File: config.mk
export PLATFORM = sky130hd
export DESIGN_NAME = alu_arbiter
export DESIGN_NICKNAME = d
export VERILOG_FILES = /design/src/rtl/alu_arbiter.sv
export SDC_FILE = /design/constraint.sdc
export NUM_CORES = 1
export LEC_CHECK = 0
export ABC_AREA = 1
export CAP_MARGIN = 20
export CORE_AREA = 2 2 104 106
export CTS_CLUSTER_DIAMETER = 100
export CTS_CLUSTER_SIZE = 28
export DETAILED_ROUTE_END_ITERATION = 8
export DIE_AREA = 0 0 106 108
export GPL_TIMING_DRIVEN = 0
export PLACE_DENSITY = 0.76
export REMOVE_ABC_BUFFERS = 1
export SLEW_MARGIN = 20
export SYNTH_ARGS = -nofsm -noshare
export SYNTH_HDL_FRONTEND = slang
export SYNTH_SLANG_ARGS = --single-unit
File: constraint.sdc
create_clock -name CLK -period 5.1 [get_ports CLK]
set_clock_uncertainty 0.1 [all_clocks]
set_input_delay 1.02 -clock CLK [delete_from_list [all_inputs] [get_ports CLK]]
set_output_delay 1.02 -clock CLK [all_outputs]
set_load 0.1 [all_outputs]
File: src/rtl/alu_arbiter.sv
// alu_arbiter: two-requester round-robin front end for the shared ALU.
// It takes one request at a time, issues it to the ALU with a start/done
// handshake and returns the result and flags to the requester that was granted.
// Requests with an invalid op code, and ALU operations that run too long, are
// answered locally with an error response.
module alu_arbiter #(
  parameter int unsigned WIDTH   = 16,
  parameter logic [7:0]  TIMEOUT = 8'd255
) (
  input  logic             CLK,
  input  logic             RST,
  input  logic [1:0]       req_valid,
  output logic [1:0]       req_ready,
  input  logic [WIDTH-1:0] req0_a,
  input  logic [WIDTH-1:0] req0_b,
  input  logic [3:0]       req0_op,
  input  logic [WIDTH-1:0] req1_a,
  input  logic [WIDTH-1:0] req1_b,
  input  logic [3:0]       req1_op,
  output logic [1:0]       rsp_valid,
  input  logic [1:0]       rsp_ready,
  output logic [WIDTH-1:0] rsp_result,
  output logic [3:0]       rsp_flags,
  output logic             rsp_err,
  output logic [WIDTH-1:0] alu_a,
  output logic [WIDTH-1:0] alu_b,
  output logic [3:0]       alu_op,
  output logic             alu_start,
  input  logic             alu_done,
  input  logic [WIDTH-1:0] alu_result,
  input  logic [3:0]       alu_flags
);

  typedef enum logic [1:0] {IDLE, ISSUE, WAIT, RESP} state_t;

  localparam logic [3:0] OP_MAX = 4'd9;

  state_t           state_q, state_d;
  logic             last_grant_q, last_grant_d;
  logic             grant_q, grant_d;
  logic [7:0]       cnt_q, cnt_d;
  logic [WIDTH-1:0] alu_a_q, alu_a_d;
  logic [WIDTH-1:0] alu_b_q, alu_b_d;
  logic [3:0]       alu_op_q, alu_op_d;
  logic             alu_start_q, alu_start_d;
  logic [1:0]       rsp_valid_q, rsp_valid_d;
  logic [WIDTH-1:0] rsp_result_q, rsp_result_d;
  logic [3:0]       rsp_flags_q, rsp_flags_d;
  logic             rsp_err_q, rsp_err_d;

  logic             grant_sel;
  logic             accept;
  logic [1:0]       sel_onehot;
  logic [1:0]       rsp_onehot;
  logic [WIDTH-1:0] sel_a;
  logic [WIDTH-1:0] sel_b;
  logic [3:0]       sel_op;
  logic             timeout_hit;
  logic             rsp_taken;

  // Arbitration: sole valid requester wins, a tie goes to the one not served last.
  always_comb begin
    grant_sel = 1'b0;
    case (req_valid)
      2'b10:   grant_sel = 1'b1;
      2'b11:   grant_sel = ~last_grant_q;
      default: grant_sel = 1'b0;
    endcase
    accept      = (state_q == IDLE) && (|req_valid) && !RST;
    sel_onehot  = grant_sel ? 2'b10 : 2'b01;
    req_ready   = accept ? sel_onehot : 2'b00;
    sel_a       = grant_sel ? req1_a  : req0_a;
    sel_b       = grant_sel ? req1_b  : req0_b;
    sel_op      = grant_sel ? req1_op : req0_op;
    rsp_onehot  = grant_q ? 2'b10 : 2'b01;
    timeout_hit = (cnt_q == (TIMEOUT - 8'd1));
    rsp_taken   = grant_q ? rsp_ready[1] : rsp_ready[0];
  end

  // State register; reset drops any request in flight.
  always_ff @(posedge CLK or posedge RST) begin
    if (RST) state_q <= IDLE;
    else     state_q <= state_d;
  end

  // Next-state logic for the issue/wait/respond sequence.
  always_comb begin
    state_d = state_q;
    case (state_q)
      IDLE:    if (accept) state_d = (sel_op <= OP_MAX) ? ISSUE : RESP;
      ISSUE:   state_d = WAIT;
      WAIT:    if (alu_done || timeout_hit) state_d = RESP;
      RESP:    if (rsp_taken) state_d = IDLE;
      default: state_d = IDLE;
    endcase
  end

  // Datapath next values: latch the request, pulse start, capture or fake the response.
  always_comb begin
    last_grant_d = last_grant_q;
    grant_d      = grant_q;
    cnt_d        = cnt_q;
    alu_a_d      = alu_a_q;
    alu_b_d      = alu_b_q;
    alu_op_d     = alu_op_q;
    alu_start_d  = 1'b0;
    rsp_valid_d  = rsp_valid_q;
    rsp_result_d = rsp_result_q;
    rsp_flags_d  = rsp_flags_q;
    rsp_err_d    = rsp_err_q;
    case (state_q)
      IDLE: begin
        if (accept) begin
          last_grant_d = grant_sel;
          grant_d      = grant_sel;
          alu_a_d      = sel_a;
          alu_b_d      = sel_b;
          alu_op_d     = sel_op;
          if (sel_op <= OP_MAX) begin
            alu_start_d = 1'b1;
          end else begin
            rsp_valid_d  = sel_onehot;
            rsp_result_d = '0;
            rsp_flags_d  = 4'b0000;
            rsp_err_d    = 1'b1;
          end
        end
      end
      ISSUE: begin
        cnt_d = 8'd0;
      end
      WAIT: begin
        if (alu_done) begin
          rsp_valid_d  = rsp_onehot;
          rsp_result_d = alu_result;
          rsp_flags_d  = alu_flags;
          rsp_err_d    = 1'b0;
        end else if (timeout_hit) begin
          rsp_valid_d  = rsp_onehot;
          rsp_result_d = '0;
          rsp_flags_d  = 4'b0000;
          rsp_err_d    = 1'b1;
        end else begin
          cnt_d = cnt_q + 8'd1;
        end
      end
      RESP: begin
        if (rsp_taken) rsp_valid_d = 2'b00;
      end
      default: begin
        rsp_valid_d = 2'b00;
      end
    endcase
  end

  // Datapath registers; every output except req_ready comes straight from a flop.
  always_ff @(posedge CLK or posedge RST) begin
    if (RST) begin
      last_grant_q <= 1'b1;
      grant_q      <= 1'b0;
      cnt_q        <= 8'd0;
      alu_a_q      <= '0;
      alu_b_q      <= '0;
      alu_op_q     <= 4'd0;
      alu_start_q  <= 1'b0;
      rsp_valid_q  <= 2'b00;
      rsp_result_q <= '0;
      rsp_flags_q  <= 4'd0;
      rsp_err_q    <= 1'b0;
    end else begin
      last_grant_q <= last_grant_d;
      grant_q      <= grant_d;
      cnt_q        <= cnt_d;
      alu_a_q      <= alu_a_d;
      alu_b_q      <= alu_b_d;
      alu_op_q     <= alu_op_d;
      alu_start_q  <= alu_start_d;
      rsp_valid_q  <= rsp_valid_d;
      rsp_result_q <= rsp_result_d;
      rsp_flags_q  <= rsp_flags_d;
      rsp_err_q    <= rsp_err_d;
    end
  end

  assign alu_a      = alu_a_q;
  assign alu_b      = alu_b_q;
  assign alu_op     = alu_op_q;
  assign alu_start  = alu_start_q;
  assign rsp_valid  = rsp_valid_q;
  assign rsp_result = rsp_result_q;
  assign rsp_flags  = rsp_flags_q;
  assign rsp_err    = rsp_err_q;

endmodule

; ---- Word level (Yosys, flattened, before mapping)
; Index checks and enable logic that the tools add are counted.
[totals]
in_bits = 99
elab_cells = 81
reg_bits = 72
[op_classes]
bitwise = 1
reduce_logical = 14
n_mux = 39
n_eq_ne = 13
n_addsub = 1
n_lt_le_gt_ge = 1
[op_table]
columns = op, n
row1 = two-way mux 16 bit, 6
row2 = case mux 16 bit (2 select lines), 1
row3 = two-way mux 2 bit, 11
row4 = two-way mux 4 bit, 5
row5 = two-way mux 8 bit, 2
row6 = case mux 8 bit (2 select lines), 1
row7 = "inequality test 2 bit, second input constant", 6
row8 = "adder 8 x 1 -> 8 bit, second input constant", 1
row9 = "== test 2 bit, second input constant", 4
row10 = "== test 8 bit, second input constant", 1
row11 = two-way mux 1 bit, 8
row12 = case mux 2 bit (4 select lines), 1
row13 = case mux 4 bit (2 select lines), 1
row14 = case mux 2 bit (3 select lines), 1
row15 = AND reduction 3 bit, 2
row16 = AND reduction 5 bit, 1
row17 = "<= comparator 4 bit, second input constant", 1
row18 = case mux 1 bit (2 select lines), 2
row19 = AND reduction 4 bit, 1
row20 = nonzero test 2 bit, 2
row21 = "inequality test 3 bit, second input constant", 1
row22 = nonzero test 3 bit, 1
row23 = "== test 2 x 1 -> 1 bit, second input constant", 1
row24 = logical AND 1 bit, 2
row25 = other kinds (6), 6

; ---- Depth between registers and ports, before layout
[logic_depth]
depth_word = 7
depth_mapped = 12
depth_no_buf = 11

; ---- Least setup slack after synthesis
; No wires, ideal clock.
[synth_timing]
kind = in2out
startpoint = in RST
endpoint = out req_ready[1]
path_stages = 6
t_arrival_ns = 3.723
required_time_ns = 3.980
n_path_buf = 1
path_slack_ns = 0.257
cell_sequence = inv_1 -> nand2_1 -> nor2_4 -> nand3_2 -> inv_2 -> buf_2
[synth_between]
elab_chain_cells = 3
[synth_lines]
columns = element, line
row1 = from (decl), 11  ; input logic RST,
row2 = zero test 1 bit (no source line), -
row3 = logical AND 1 bit, 69  ; accept = (state_q == IDLE) && (|req_valid) && !RST;
row4 = two-way mux 2 bit, 71  ; req_ready = accept ? sel_onehot : 2'b00;
row5 = to (decl), 13  ; output logic [1:0] req_ready,
; No other way between the ends.

; ---- Final worst setup path
[layout_timing]
startpoint = in RST
endpoint = out req_ready[0]
; The elaborated chain is that of the path after synthesis.

==> flow_summary.json <==
{
  "vias": 3509,
  "drive_above_1_share_pct": 7.03,
  "crit_required_ns": 3.98,
  "avgRoutedWirePerCell_um": 13.3,
  "synth_top_area_share_pct": 50.0,
  "synth_seq_cells": 72,
  "critPathCaptureType": "output pin",
  "status": "finished, final reports clean",
  "rows": 37,
  "grt_pass1_vias": 3636,
  "fin_crit_sh_pct": 93.5,
  "postCtsSetupBuffers": 0,
  "clkTransAtPathRegs_ns": 0.08,
  "core-area_um2": 10200,
  "worst_pin_slew_ns": 1.02,
  "slew_viol_final": 0,
  "die_w_um": 106,
  "cp_data_arrival_time_ns": 3.65,
  "initial_core_util_pct": 34.8,
  "routed_wl_mm": 9.96,
  "avgViaCountPerCell": 4.69,
  "drc": 0,
  "ys_types": 26,
  "avgSynthCellArea_um2": 7.85,
  "yosysWarnings": 0,
  "report.final.hold_viol_count": 0,
  "mostFrequentLayoutCell": "nand2_1",
  "ioPinCount": 161,
  "drt_iter0_drc": 125,
  "postRouteAntennaNets": 0,
  "syn_to_final_growth_pct": 54.4,
  "relSlewSlack_pct": 31.6,
  "drv_cap": 0,
  "min_period_ns": 4.77,
  "syn_inst": 453,
  "grt_max_degree": 40,
  "cts_root_buf": "clkbuf_8",
  "grt_use_total_pct": 18.0,
  "mostFrequentLayoutCells": "nand2_1 (179), clkdlybuf4s50_1 (158), dfrtp_1 (71)",
  "setup_viol": 0,
  "dr.pass1.iters": 4,
  "crit_type": "primary input to output pin",
  "die_height_um": 108,
  "grt_pass1_wl_mm": 16.4,
  "synth.area.top_cells": "dfrtp_1 (50%), nand2_1 (19%), nand3_1 (9.0%)",
  "io_buffers": 160,
  "cts.sinks": 72,
  "clk_latency_ns": 0.34,
  "fmax_ghz": 0.210,
  "startpoint_type": "primary input",
  "antenna_cells": 0,
  "yosysSeqAreaShare_pct": 50.7,
  "nNetsFinal": 713,
  "dieArea_um2": 11400,
  "place_congestion": 0.798,
  "synthesis.area_um2": 3560,
  "antenna_found_initial": 0,
  "clock_path_buffers": 2,
  "pre_cts_ws_ns": -0.457,
  "setup_ws_ns": 0.329,
  "grt_overflow": 0,
  "dp_hpwl_mm": 7.24,
  "rsz0062_at_grt": "no",
  "path_max_fanout": 38,
  "hp-class": "flop to flop",
  "h-tree-depth": 3,
  "cts_tree": "yes",
  "yosys.area.top_type": "dfrtp_1",
  "cts_made_buffers": 9
}
## kinds of logic after synthesis
logic type                 synth area share, %
AOI/OAI and AO/OA                         2.64
DFF                                       50.7
xor gates and xnor gates                 0.493
adders and majority gates                 2.46
buffers and inverters                     7.35
and+or+nand+nor                           36.3
## layer usage
layer / part of all wire [%] / vias up / track usage (%)
li1: - / 1717 / -
met1: 40 / 1621 / 19.5
met2: 47 / 148 / 31.1
met3: 9.6 / 23 / 6.69
met4: 2.9 / 0 / 8.83
met5: 0 / - / 0
## cells in the mapped netlist
library cell,number
ha_1,7
nand2_4,2
buf_6,5
dfstp_2,1
a31oi_1,1
nor2_4,3
nand2_2,10
nor2_1,33
inv_2,3
nand2_1,179
nor2_2,2
a21oi_1,5
inv_1,35
buf_4,1
nand4_1,2
nand3b_1,3
dfrtp_1,71
o21ai_2,1
o22ai_1,1
xor2_1,2
o21ai_0,8
o31ai_1,1
nand3_2,1
buf_2,8
clkbuf_1,4
nand3_1,64
## per-stage QoR
step	util, %	cells	hold WS (ns)	TNS (ns)	cell area, um2
3_5_place_dp	51.1	732	0.358	-0.825	5230
3_3_place_gp	50.9	731	0.354	-6.30	5210
5_1_grt	53.7	748	0.404	0	5490
6_report	53.7	748	0.373	0	5490
4_1_cts	53.6	748	0.376	0	5490
2_1_floorplan	-	435	0.355	0	3440
## flip-flops by register name (all words and copies together) (netlist names), 2 cells and up
name,cells
rsp_valid,2
cnt_q,8
alu_op,4
state_q,2
rsp_flags,4
alu_b,16
alu_a,16
rsp_result,16
## path summary, 6_finish.rpt
path / from / endpoint / slack (ns) / cells past startpoint
max in group asynchronous: RST / last_grant_q$_DFFE_PP1P_ / 3.27 / 3
worst min-delay path: rsp_result[8]$_DFFE_PP0P_ / rsp_result[8]$_DFFE_PP0P_ / 0.37 / 2
worst min register to register: rsp_result[8]$_DFFE_PP0P_ / rsp_result[8]$_DFFE_PP0P_ / 0.37 / 2
worst max-delay path: RST / req_ready[0] / 0.33 / 8
min in group asynchronous: RST / alu_op[3]$_DFFE_PP0P_ / 1.02 / 2
worst max register to register: state_q[0]$_DFFE_PP0P_ / rsp_result[14]$_DFFE_PP0P_ / 2.71 / 10
## layout make-up
class                   instances  area [um2]
fillers                       951        4740
flip-flops and latches         72        1800
repair buffers                161        1620
multi-input cells             325        1490
well taps                     136         170
clock buffers                  11         151
inverters                      38         146
clock inverters                 5         103
## worst max-delay path, stage by stage
cell             delay (ns)
clkdlybuf4s50_1        0.48
inv_4                  0.40
buf_12                 0.28
nand2_1                0.13
nor2_4                 0.16
nand2_1                0.09
inv_2                  0.42
clkdlybuf4s15_2        0.64
## what timing repair did
item | in CTS | in global routing
gates resized for setup | 6 | 1
hold buffers | 0 | 0
setup endpoints to repair | 2 | 1
Power is not shown: default switching activity piles up to over one toggle a cycle in this logic, so the estimate is an artifact.
